==> src/rtl/uart_command_serializer_if.sv <==
// Signal bundle between command logic / UART TX core and uart_command_serializer.
// The slave modport is the serializer's view; master is the surrounding logic.
interface uart_command_serializer_if;
    // Handshakes: send is a one-cycle request, honoured only while done=1.
    // tx_start is a one-cycle pulse with tx_data valid in that cycle.
    // The UART raises tx_busy to accept the byte and drops it when finished.
    logic [1023:0] input_data;
    logic [7:0]    input_data_size;
    logic          send;
    logic          ble_side;
    logic          tx_busy;
    logic [7:0]    tx_data;
    logic          tx_start;
    logic          busy;
    logic          done;
    logic          error;
    logic [2:0]    dbg_state;

    modport master (
        output input_data, input_data_size, send, ble_side, tx_busy,
        input  tx_data, tx_start, busy, done, error, dbg_state
    );

    modport slave (
        input  input_data, input_data_size, send, ble_side, tx_busy,
        output tx_data, tx_start, busy, done, error, dbg_state
    );
endinterface

==> src/rtl/uart_command_serializer.sv <==
// Streams a latched command buffer byte-by-byte to a UART TX core, then the terminator.
// Define UART_CMD_SER_LEN_PREFIX_EN to send the byte count ahead of the payload.
module uart_command_serializer #(
    parameter int TIMEOUT = 2000
) (
    input logic                     clk,
    input logic                     reset,
    uart_command_serializer_if.slave bus
);

    localparam int TW = $clog2(TIMEOUT + 1);

    typedef enum logic [2:0] {
        S_IDLE        = 3'd0,
        S_LOAD        = 3'd1,
        S_WAIT_ACCEPT = 3'd2,
        S_WAIT_DONE   = 3'd3,
        S_FINISH      = 3'd4
    } state_t;

    typedef enum logic [1:0] {
        PH_PREFIX  = 2'd0,
        PH_PAYLOAD = 2'd1,
        PH_TERM    = 2'd2
    } phase_t;

    state_t          state;
    state_t          state_n;
    phase_t          phase;
    logic [1023:0]   shift_q;
    logic [7:0]      remain_q;
    logic            ble_q;
    logic            term2_q;
    logic [TW-1:0]   tmo_q;
    logic [7:0]      tx_data_q;
    logic            tx_start_q;
    logic            error_q;

    logic            size_ok;
    logic            tmo_hit;
    logic            last_byte;
    logic            accept;
    logic            reject;
    logic            issue;
    logic            advance;
    logic            abort;
    logic [7:0]      cur_byte;

    assign size_ok   = (bus.input_data_size != 8'd0) && (bus.input_data_size <= 8'd128);
    assign tmo_hit   = (tmo_q == TW'(TIMEOUT - 1));
    assign last_byte = (phase == PH_TERM) && (ble_q || term2_q);

    // The prefix byte equals remain_q because nothing has been consumed yet.
    always_comb begin
        cur_byte = 8'h00;
        case (phase)
            PH_PREFIX:  cur_byte = remain_q;
            PH_PAYLOAD: cur_byte = shift_q[7:0];
            PH_TERM:    cur_byte = ble_q ? 8'h0D : (term2_q ? 8'hEF : 8'hBE);
            default:    cur_byte = 8'h00;
        endcase
    end

    always_ff @(posedge clk) begin
        if (reset) begin
            state <= S_IDLE;
        end else begin
            state <= state_n;
        end
    end

    always_comb begin
        state_n = state;
        accept  = 1'b0;
        reject  = 1'b0;
        issue   = 1'b0;
        advance = 1'b0;
        abort   = 1'b0;
        case (state)
            S_IDLE: begin
                if (bus.send) begin
                    if (size_ok) begin
                        accept  = 1'b1;
                        state_n = S_LOAD;
                    end else begin
                        reject = 1'b1;
                    end
                end
            end
            S_LOAD: begin
                if (!bus.tx_busy) begin
                    issue   = 1'b1;
                    state_n = S_WAIT_ACCEPT;
                end
            end
            S_WAIT_ACCEPT: begin
                if (bus.tx_busy) begin
                    state_n = S_WAIT_DONE;
                end else if (tmo_hit) begin
                    abort   = 1'b1;
                    state_n = S_IDLE;
                end
            end
            S_WAIT_DONE: begin
                if (!bus.tx_busy) begin
                    advance = 1'b1;
                    state_n = last_byte ? S_FINISH : S_LOAD;
                end else if (tmo_hit) begin
                    abort   = 1'b1;
                    state_n = S_IDLE;
                end
            end
            S_FINISH: begin
                state_n = S_IDLE;
            end
            default: begin
                state_n = S_IDLE;
            end
        endcase
    end

    always_ff @(posedge clk) begin
        if (reset) begin
            phase      <= PH_PAYLOAD;
            shift_q    <= '0;
            remain_q   <= 8'd0;
            ble_q      <= 1'b0;
            term2_q    <= 1'b0;
            tmo_q      <= '0;
            tx_data_q  <= 8'h00;
            tx_start_q <= 1'b0;
            error_q    <= 1'b0;
        end else begin
            tx_start_q <= issue;
            if (issue) begin
                tx_data_q <= cur_byte;
            end

            if (accept) begin
                error_q <= 1'b0;
            end else if (reject || abort) begin
                error_q <= 1'b1;
            end

            // Counter restarts whenever a wait state is entered or left.
            if ((state == S_WAIT_ACCEPT || state == S_WAIT_DONE) && state_n == state) begin
                tmo_q <= tmo_q + TW'(1);
            end else begin
                tmo_q <= '0;
            end

            if (accept) begin
                shift_q  <= bus.input_data;
                remain_q <= bus.input_data_size;
                ble_q    <= bus.ble_side;
                term2_q  <= 1'b0;
`ifdef UART_CMD_SER_LEN_PREFIX_EN
                phase    <= PH_PREFIX;
`else
                phase    <= PH_PAYLOAD;
`endif
            end else if (advance) begin
                case (phase)
                    PH_PREFIX: begin
                        phase <= PH_PAYLOAD;
                    end
                    PH_PAYLOAD: begin
                        shift_q  <= shift_q >> 8;
                        remain_q <= remain_q - 8'd1;
                        if (remain_q == 8'd1) begin
                            phase <= PH_TERM;
                        end
                    end
                    PH_TERM: begin
                        term2_q <= 1'b1;
                    end
                    default: begin
                        phase <= PH_PAYLOAD;
                    end
                endcase
            end
        end
    end

    assign bus.tx_data   = tx_data_q;
    assign bus.tx_start  = tx_start_q;
    assign bus.error     = error_q;
    assign bus.busy      = (state == S_LOAD) || (state == S_WAIT_ACCEPT) || (state == S_WAIT_DONE);
    assign bus.done      = (state == S_IDLE) || (state == S_FINISH);
    assign bus.dbg_state = state;

endmodule

==> src/flat_wrapper.sv <==
// flat-port wrapper written by rule: the top's interface ports become plain ports
module uart_command_serializer_flat 
#(
    parameter int TIMEOUT = 2000
)
  (clk, reset, bus_input_data, bus_input_data_size, bus_send, bus_ble_side, bus_tx_busy, bus_tx_data, bus_tx_start, bus_busy, bus_done, bus_error, bus_dbg_state);
  uart_command_serializer_if bus_i ();
  input logic clk;
  input logic reset;
  input wire logic [$bits(bus_i.input_data)-1:0] bus_input_data;
  input wire logic [$bits(bus_i.input_data_size)-1:0] bus_input_data_size;
  input wire logic [$bits(bus_i.send)-1:0] bus_send;
  input wire logic [$bits(bus_i.ble_side)-1:0] bus_ble_side;
  input wire logic [$bits(bus_i.tx_busy)-1:0] bus_tx_busy;
  output wire logic [$bits(bus_i.tx_data)-1:0] bus_tx_data;
  output wire logic [$bits(bus_i.tx_start)-1:0] bus_tx_start;
  output wire logic [$bits(bus_i.busy)-1:0] bus_busy;
  output wire logic [$bits(bus_i.done)-1:0] bus_done;
  output wire logic [$bits(bus_i.error)-1:0] bus_error;
  output wire logic [$bits(bus_i.dbg_state)-1:0] bus_dbg_state;
  assign bus_i.input_data = bus_input_data;
  assign bus_i.input_data_size = bus_input_data_size;
  assign bus_i.send = bus_send;
  assign bus_i.ble_side = bus_ble_side;
  assign bus_i.tx_busy = bus_tx_busy;
  assign bus_tx_data = bus_i.tx_data;
  assign bus_tx_start = bus_i.tx_start;
  assign bus_busy = bus_i.busy;
  assign bus_done = bus_i.done;
  assign bus_error = bus_i.error;
  assign bus_dbg_state = bus_i.dbg_state;
  uart_command_serializer #(.TIMEOUT(TIMEOUT)) u_core (.clk(clk), .reset(reset), .bus(bus_i));
endmodule
==> config.mk <==
export PLATFORM = sky130hd
export DESIGN_NAME = uart_command_serializer_flat
export DESIGN_NICKNAME = d
export VERILOG_FILES = /design/src/rtl/uart_command_serializer_if.sv /design/src/rtl/uart_command_serializer.sv /design/src/flat_wrapper.sv
export SDC_FILE = /design/constraint.sdc
export NUM_CORES = 2
export LEC_CHECK = 0
export ABC_AREA = 1
export CORE_AREA = 2 2 406 408
export CTS_BUF_LIST = sky130_fd_sc_hd__clkbuf_4 sky130_fd_sc_hd__clkbuf_8
export DETAILED_ROUTE_END_ITERATION = 8
export DIE_AREA = 0 0 408 410
export PLACE_DENSITY_LB_ADDON = 0.15
export SYNTH_ARGS = -nofsm -noshare
export SYNTH_HDL_FRONTEND = slang
export SYNTH_SLANG_ARGS = --single-unit
==> constraint.sdc <==
create_clock -name clk -period 1.9 [get_ports clk]
set_input_delay 0.285 -clock clk [delete_from_list [all_inputs] [get_ports clk]]
set_output_delay 0.285 -clock clk [all_outputs]
set_load 0.05 [all_outputs]
Word level (Yosys, flattened, before mapping)
Index checks and enable logic that the tools add are counted.
- $add $sub $neg: 2
- $lt $le $gt $ge: 1
- equality and inequality tests: 10
- muxes and demuxes: 32
- bitwise operators: 2
- reductions and logical operators: 19
- operator list (cell ; count):
    $mux 1024 ; 3
    $mux 8 ; 4
    $pmux 8 s3 ; 1
    $mux 3 ; 7
    $mux 1 ; 12
    $pmux 3 s4 ; 1
    $add 11x1->11 const B ; 1
    $eq 11x11->1 const B ; 1
    $eq 8x1->1 const B ; 1
    $le 8x8->1 const B ; 1
    $reduce_bool 8->1 ; 1
    $sub 8x1->8 const B ; 1
    $mux 7 ; 1
    $eq 3x2->1 const B ; 2
    $logic_or 1x1->1 ; 6
    $pmux 2 s2 ; 1
    $reduce_and 2->1 ; 2
    $reduce_bool 2->1 ; 2
    $reduce_or 2->1 ; 2
    $eq 3x1->1 const B ; 1
    $eq 3x3->1 ; 1
    $eq 3x3->1 const B ; 1
    $logic_and 1x1->1 ; 3
    $logic_not 3->1 ; 1
    other kinds (8) ; 9
- bits in registers: 1060
- output and inout port bits: 15
- word-level logic and storage cells: 76

Depth between registers and ports, before layout
- depth after elaboration: 9
- gate-level depth with buffers: 12

Worst setup path before layout
Ideal clock, no wire load.
- path type: flip-flop to output port
- from: reg u_core.state[0], in the netlist u_core.bus.dbg_state[0]
- to: out bus_busy
- arrival time: 1.871 ns
- data required time: 1.615 ns
- slack: -0.256 ns
- stages on the path, launching flop included: 5
- cells stage by stage: dfxtp_1 -> inv_1 -> nand2_1 -> inv_1 -> nor2_1
- word-level cells in the longest chain between the ends: 3
- RTL lines (item ; RTL line ; text):
    from (decl) ; uart_command_serializer.sv:27 ; state_t state;
    from (signal assigned) ; uart_command_serializer.sv:68 ; state <= state_n;
    $eq 3x1->1 or $eq 3x2->1 (tied branches) ; uart_command_serializer.sv:188 ; assign bus.busy = (state == S_LOAD) || (state == S_WAIT_ACCEPT) || (state == S_WAIT_DONE);
    $logic_or 1x1->1 ; uart_command_serializer.sv:188 ;
    $logic_or 1x1->1 (*) ; uart_command_serializer.sv:188 ;
    to (decl) ; flat_wrapper.sv:17 ; output wire logic [$bits(bus_i.busy)-1:0] bus_busy;
Every way passes the cells marked *; elsewhere a longest branch is shown, timed or not.

Final worst setup path
- from: reg u_core.state[2], in the netlist u_core.bus.dbg_state[2]
- to: reg u_core.shift_q[822]
- word-level cells in the longest chain between the ends: 4
- RTL lines (item ; RTL line ; text):
    $eq 3x2->1 or $logic_not 3->1 (tied branches) ; uart_command_serializer.sv:79 ; case (state)
    $mux 1 ; uart_command_serializer.sv:79 ;
    $reduce_bool 2->1 (no line) ; n/a ;
    $reduce_and 2->1 (no line) ; n/a ;
    to (signal assigned) ; uart_command_serializer.sv:153 ; shift_q <= bus.input_data;
    to (signal assigned) ; uart_command_serializer.sv:168 ; shift_q <= shift_q >> 8;
    to (decl) ; uart_command_serializer.sv:30 ; logic [1023:0] shift_q;
Parallel ways exist; a longest one is shown, timed or not.
A chain may end at the register's enable or synchronous reset.

==> impl_metrics.tcl <==
set metrics [dict create \
    hp-start "bus_input_data[936]" \
    cp.arrival_ps 2830 \
    required_ps 2660 \
    startpoint "u_core.bus.dbg_state[2]$_SDFF_PP0_" \
    violations "negative setup slack" \
    grt_pass1_wl_um 302000 \
    worst_pin_slew_ps 596 \
    ys_ff_latch 1060 \
    rsz0062_at_grt "yes" \
    maxCapViolCount 0 \
    final_nets 10600 \
    ys.flop_type "dfxtp_1" \
    period_share_pct 109 \
    antenna_found_initial 14 \
    overflow 0 \
    synthCells 7890 \
    multi_input_comb_area_sq_um 20900 \
    synthDistinctLibCells 29 \
    finalNonFillerCells 11900 \
    setup_ws_ps -168 \
    critPathLaunchType "flip-flop" \
    wl_um 211000 \
    yosysSeqAreaShare_pct 42.1 \
    drt-pass1-iter-count 7 \
    vias_per_cell 4.49 \
    end_kind "flip-flop" \
    rows 149 \
    dieArea_sq_um 167000 \
    setup_viol 902 \
    layout_min_cycle_time_ps 2070 \
    yosys_warnings 0 \
    routedWlPerCell_um 17.7 \
    fin_util_pct 48.2 \
    clock_path_buffers 3 \
    rrSetupSlack_ps -170 \
    slew_violations 0 \
    r2r-end "u_core.shift_q[822]$_SDFFE_PP0P_" \
    first_iter_violations 3410 \
    seqCellArea_sq_um 21200 \
    clkLatencyLatePin_ps 910 \
    timing.rr.start "u_core.bus.dbg_state[2]$_SDFF_PP0_" \
    cts_tree "built" \
    cts.sinks 1060 \
    drive_gt1_share_pct 11.4 \
    fillers 16500 \
    ir_worst_vdd_mv 0.622 \
    cts-htree-levels 4 \
    syn_area_per_cell_sq_um 6.39 \
    io_pins 1052 \
    fp.dieW_um 408 \
    grt_util_all_layers_pct 23.4 \
    grt_pass1_vias 51100 \
    dpl.cell_count 11000 \
    crit_end "u_core.shift_q[822]$_SDFFE_PP0P_" \
    worstPathMaxFanout 8 \
    grt_max_degree 117 \
    final.setup_skew_ps 52.9 \
    synth_edf_count 0 \
    vias 53500 \
    areaGrowthSynthToFinish_pct 56.2 \
    relSlewSlack_pct 60.3 \
    drc 0 \
    globalplace.congestion 0.879 \
    status "finished, violations left" \
    hold_viol 0 \
    synth_area_sq_um 50400 \
    die_h_um 410 \
    port_buffers 1051 \
    initial_core_util_pct 30.8 \
    clkSlewWorstSetupHoldPaths_ps 60 \
    power.density_nw_per_um2 773 \
    cts_inserted_buffers 191 \
    synth_nets 8930 \
    placed_area_sq_um 64400 \
    fmax_mhz 484 \
    design_power_total_w 0.0609 \
    core-area_sq_um 163000 \
    place_hpwl_um 143000 \
    reg2reg_depth 12 \
    postLayoutCellArea_sq_um 78800 \
    hp-class "in -> reg" \
    cts_root_buf "clkbuf_8" \
    criticalPathCategory "reg -> reg" \
    leakagePower_nw 34.0 \
    ant_nets 0 \
    async_reset_ff_share_pct 0 \
]
sequential cells by signal, indices dropped and copies added, names as in the netlist:
name                  count
u_core.shift_q         1024
u_core.bus.tx_data        8
u_core.term2_q            1
u_core.ble_q              1
u_core.tmo_q             11
u_core.bus.dbg_state      3
u_core.remain_q           8
u_core.phase              2
u_core.bus.tx_start       1
u_core.bus.error          1
logic make-up (layout without fill, tap and decap cells):
group / after synthesis / in the layout / synth area share, %
flops: 1060 / 1060 / 42.1
xor+xnor: 13 / 13 / 0.226
buf+inv: 2511 / 4335 / 20.3
simple gates: 3242 / 3242 / 24.3
other cells: 0 / 3 / 0
compound gates: 1061 / 1061 / 13.0
fa+ha+maj: 3 / 3 / 0.0745
power breakdown:
part           leakage [nW]  switching (W)  total (W)  internal, W
Clock                  2.25         0.0103     0.0237       0.0135
Combinational          23.1        0.00673     0.0132      0.00651
Sequential             8.65       0.000353     0.0239       0.0236
per-stage QoR:
stage	setup TNS [ps]	setup slack, ps	hold WS [ps]
after floorplan	0	6.82	427
after global placement	-555880	-681	441
after detailed placement	-576080	-717	454
after CTS	-168820	-271	0.0894
after global routing	-156120	-266	37.9
final	-43580	-168	122
cell usage after synthesis (23+ instances only):
library cell	number	area, sq um
a21oi_1	32	160
buf_1	34	128
buf_2	178	891
buf_4	70	526
buf_6	44	495
clkbuf_1	135	507
dfxtp_1	1060	21200
inv_1	2047	7680
nand2_1	131	492
nor2_1	3082	11600
o21ai_0	23	115
o22ai_1	1000	6260
area by class of cell:
class,instances,share of cell area [%]
repair buffers,1942,27.9
flip-flops and latches,1060,27.0
multi-input cells,4319,26.5
inverters,2050,9.79
clock buffers,310,4.97
well taps,2189,3.48
clock inverters,33,0.415
diodes,3,0.00953
repair_timing:
action | CTS | global route
setup endpoints to repair | 761 | 1052
gates resized for setup | 187 | 430
hold buffers | 460 | 0
cloned | 40 | 54
setup buffers | 35 | 35
pin swaps | 6 | 250
endpoints found under the hold margin | 759 | 0
placed cells by master (no fill, tap or decap), drive strengths merged, types with 8 or more instances in the layout:
master,synthesis,routed
clkdlybuf4s50,0,1035
bufbuf,0,8
inv,2049,2057
nand3,17,17
xor2,8,8
buf,326,395
clkinv,1,19
o21ai,25,25
o22ai,1000,1000
dfxtp,1060,1060
nor2,3083,3083
nand2,132,132
dlygate4sd3,0,460
clkbuf,135,354
a21oi,32,32
worst min-delay path by stage:
| stage | endpoint | slack, ps | depth (start not counted) |
|---|---|---|---|
| floorplan | u_core.shift_q[944]$_SDFFE_PP0P_ | 430 | 2 |
| global route | u_core.shift_q[96]$_SDFFE_PP0P_ | 40 | 5 |
| detailed placement | u_core.shift_q[1016]$_SDFFE_PP0P_ | 450 | 2 |
| global placement | u_core.tmo_q[0]$_SDFF_PP0_ | 440 | 1 |
| finish | u_core.shift_q[936]$_SDFFE_PP0P_ | 120 | 5 |
| CTS | u_core.shift_q[362]$_SDFFE_PP0P_ | 0.09 | 5 |
per-layer routing:
layer / vias up / wire length, um / global-route usage (%)
met5: - / 104 / 0
met4: 18 / 8480 / 9.71
met3: 356 / 10400 / 4.05
met2: 1552 / 102000 / 40.0
met1: 24600 / 89800 / 28.9
li1: 26900 / - / -
critical path, stage by stage, from the launching register on:
cell     delay (ps)
dfxtp_2         330
buf_6           130
nor3_4          290
nand2_8         160
nand2_8         140
buf_12          120
buf_12          140
buf_16          210
buf_12          130
buf_16          120
nor2_1           50
nor2_1           80
nor2_1           40
(Power assumes the default switching activity.)
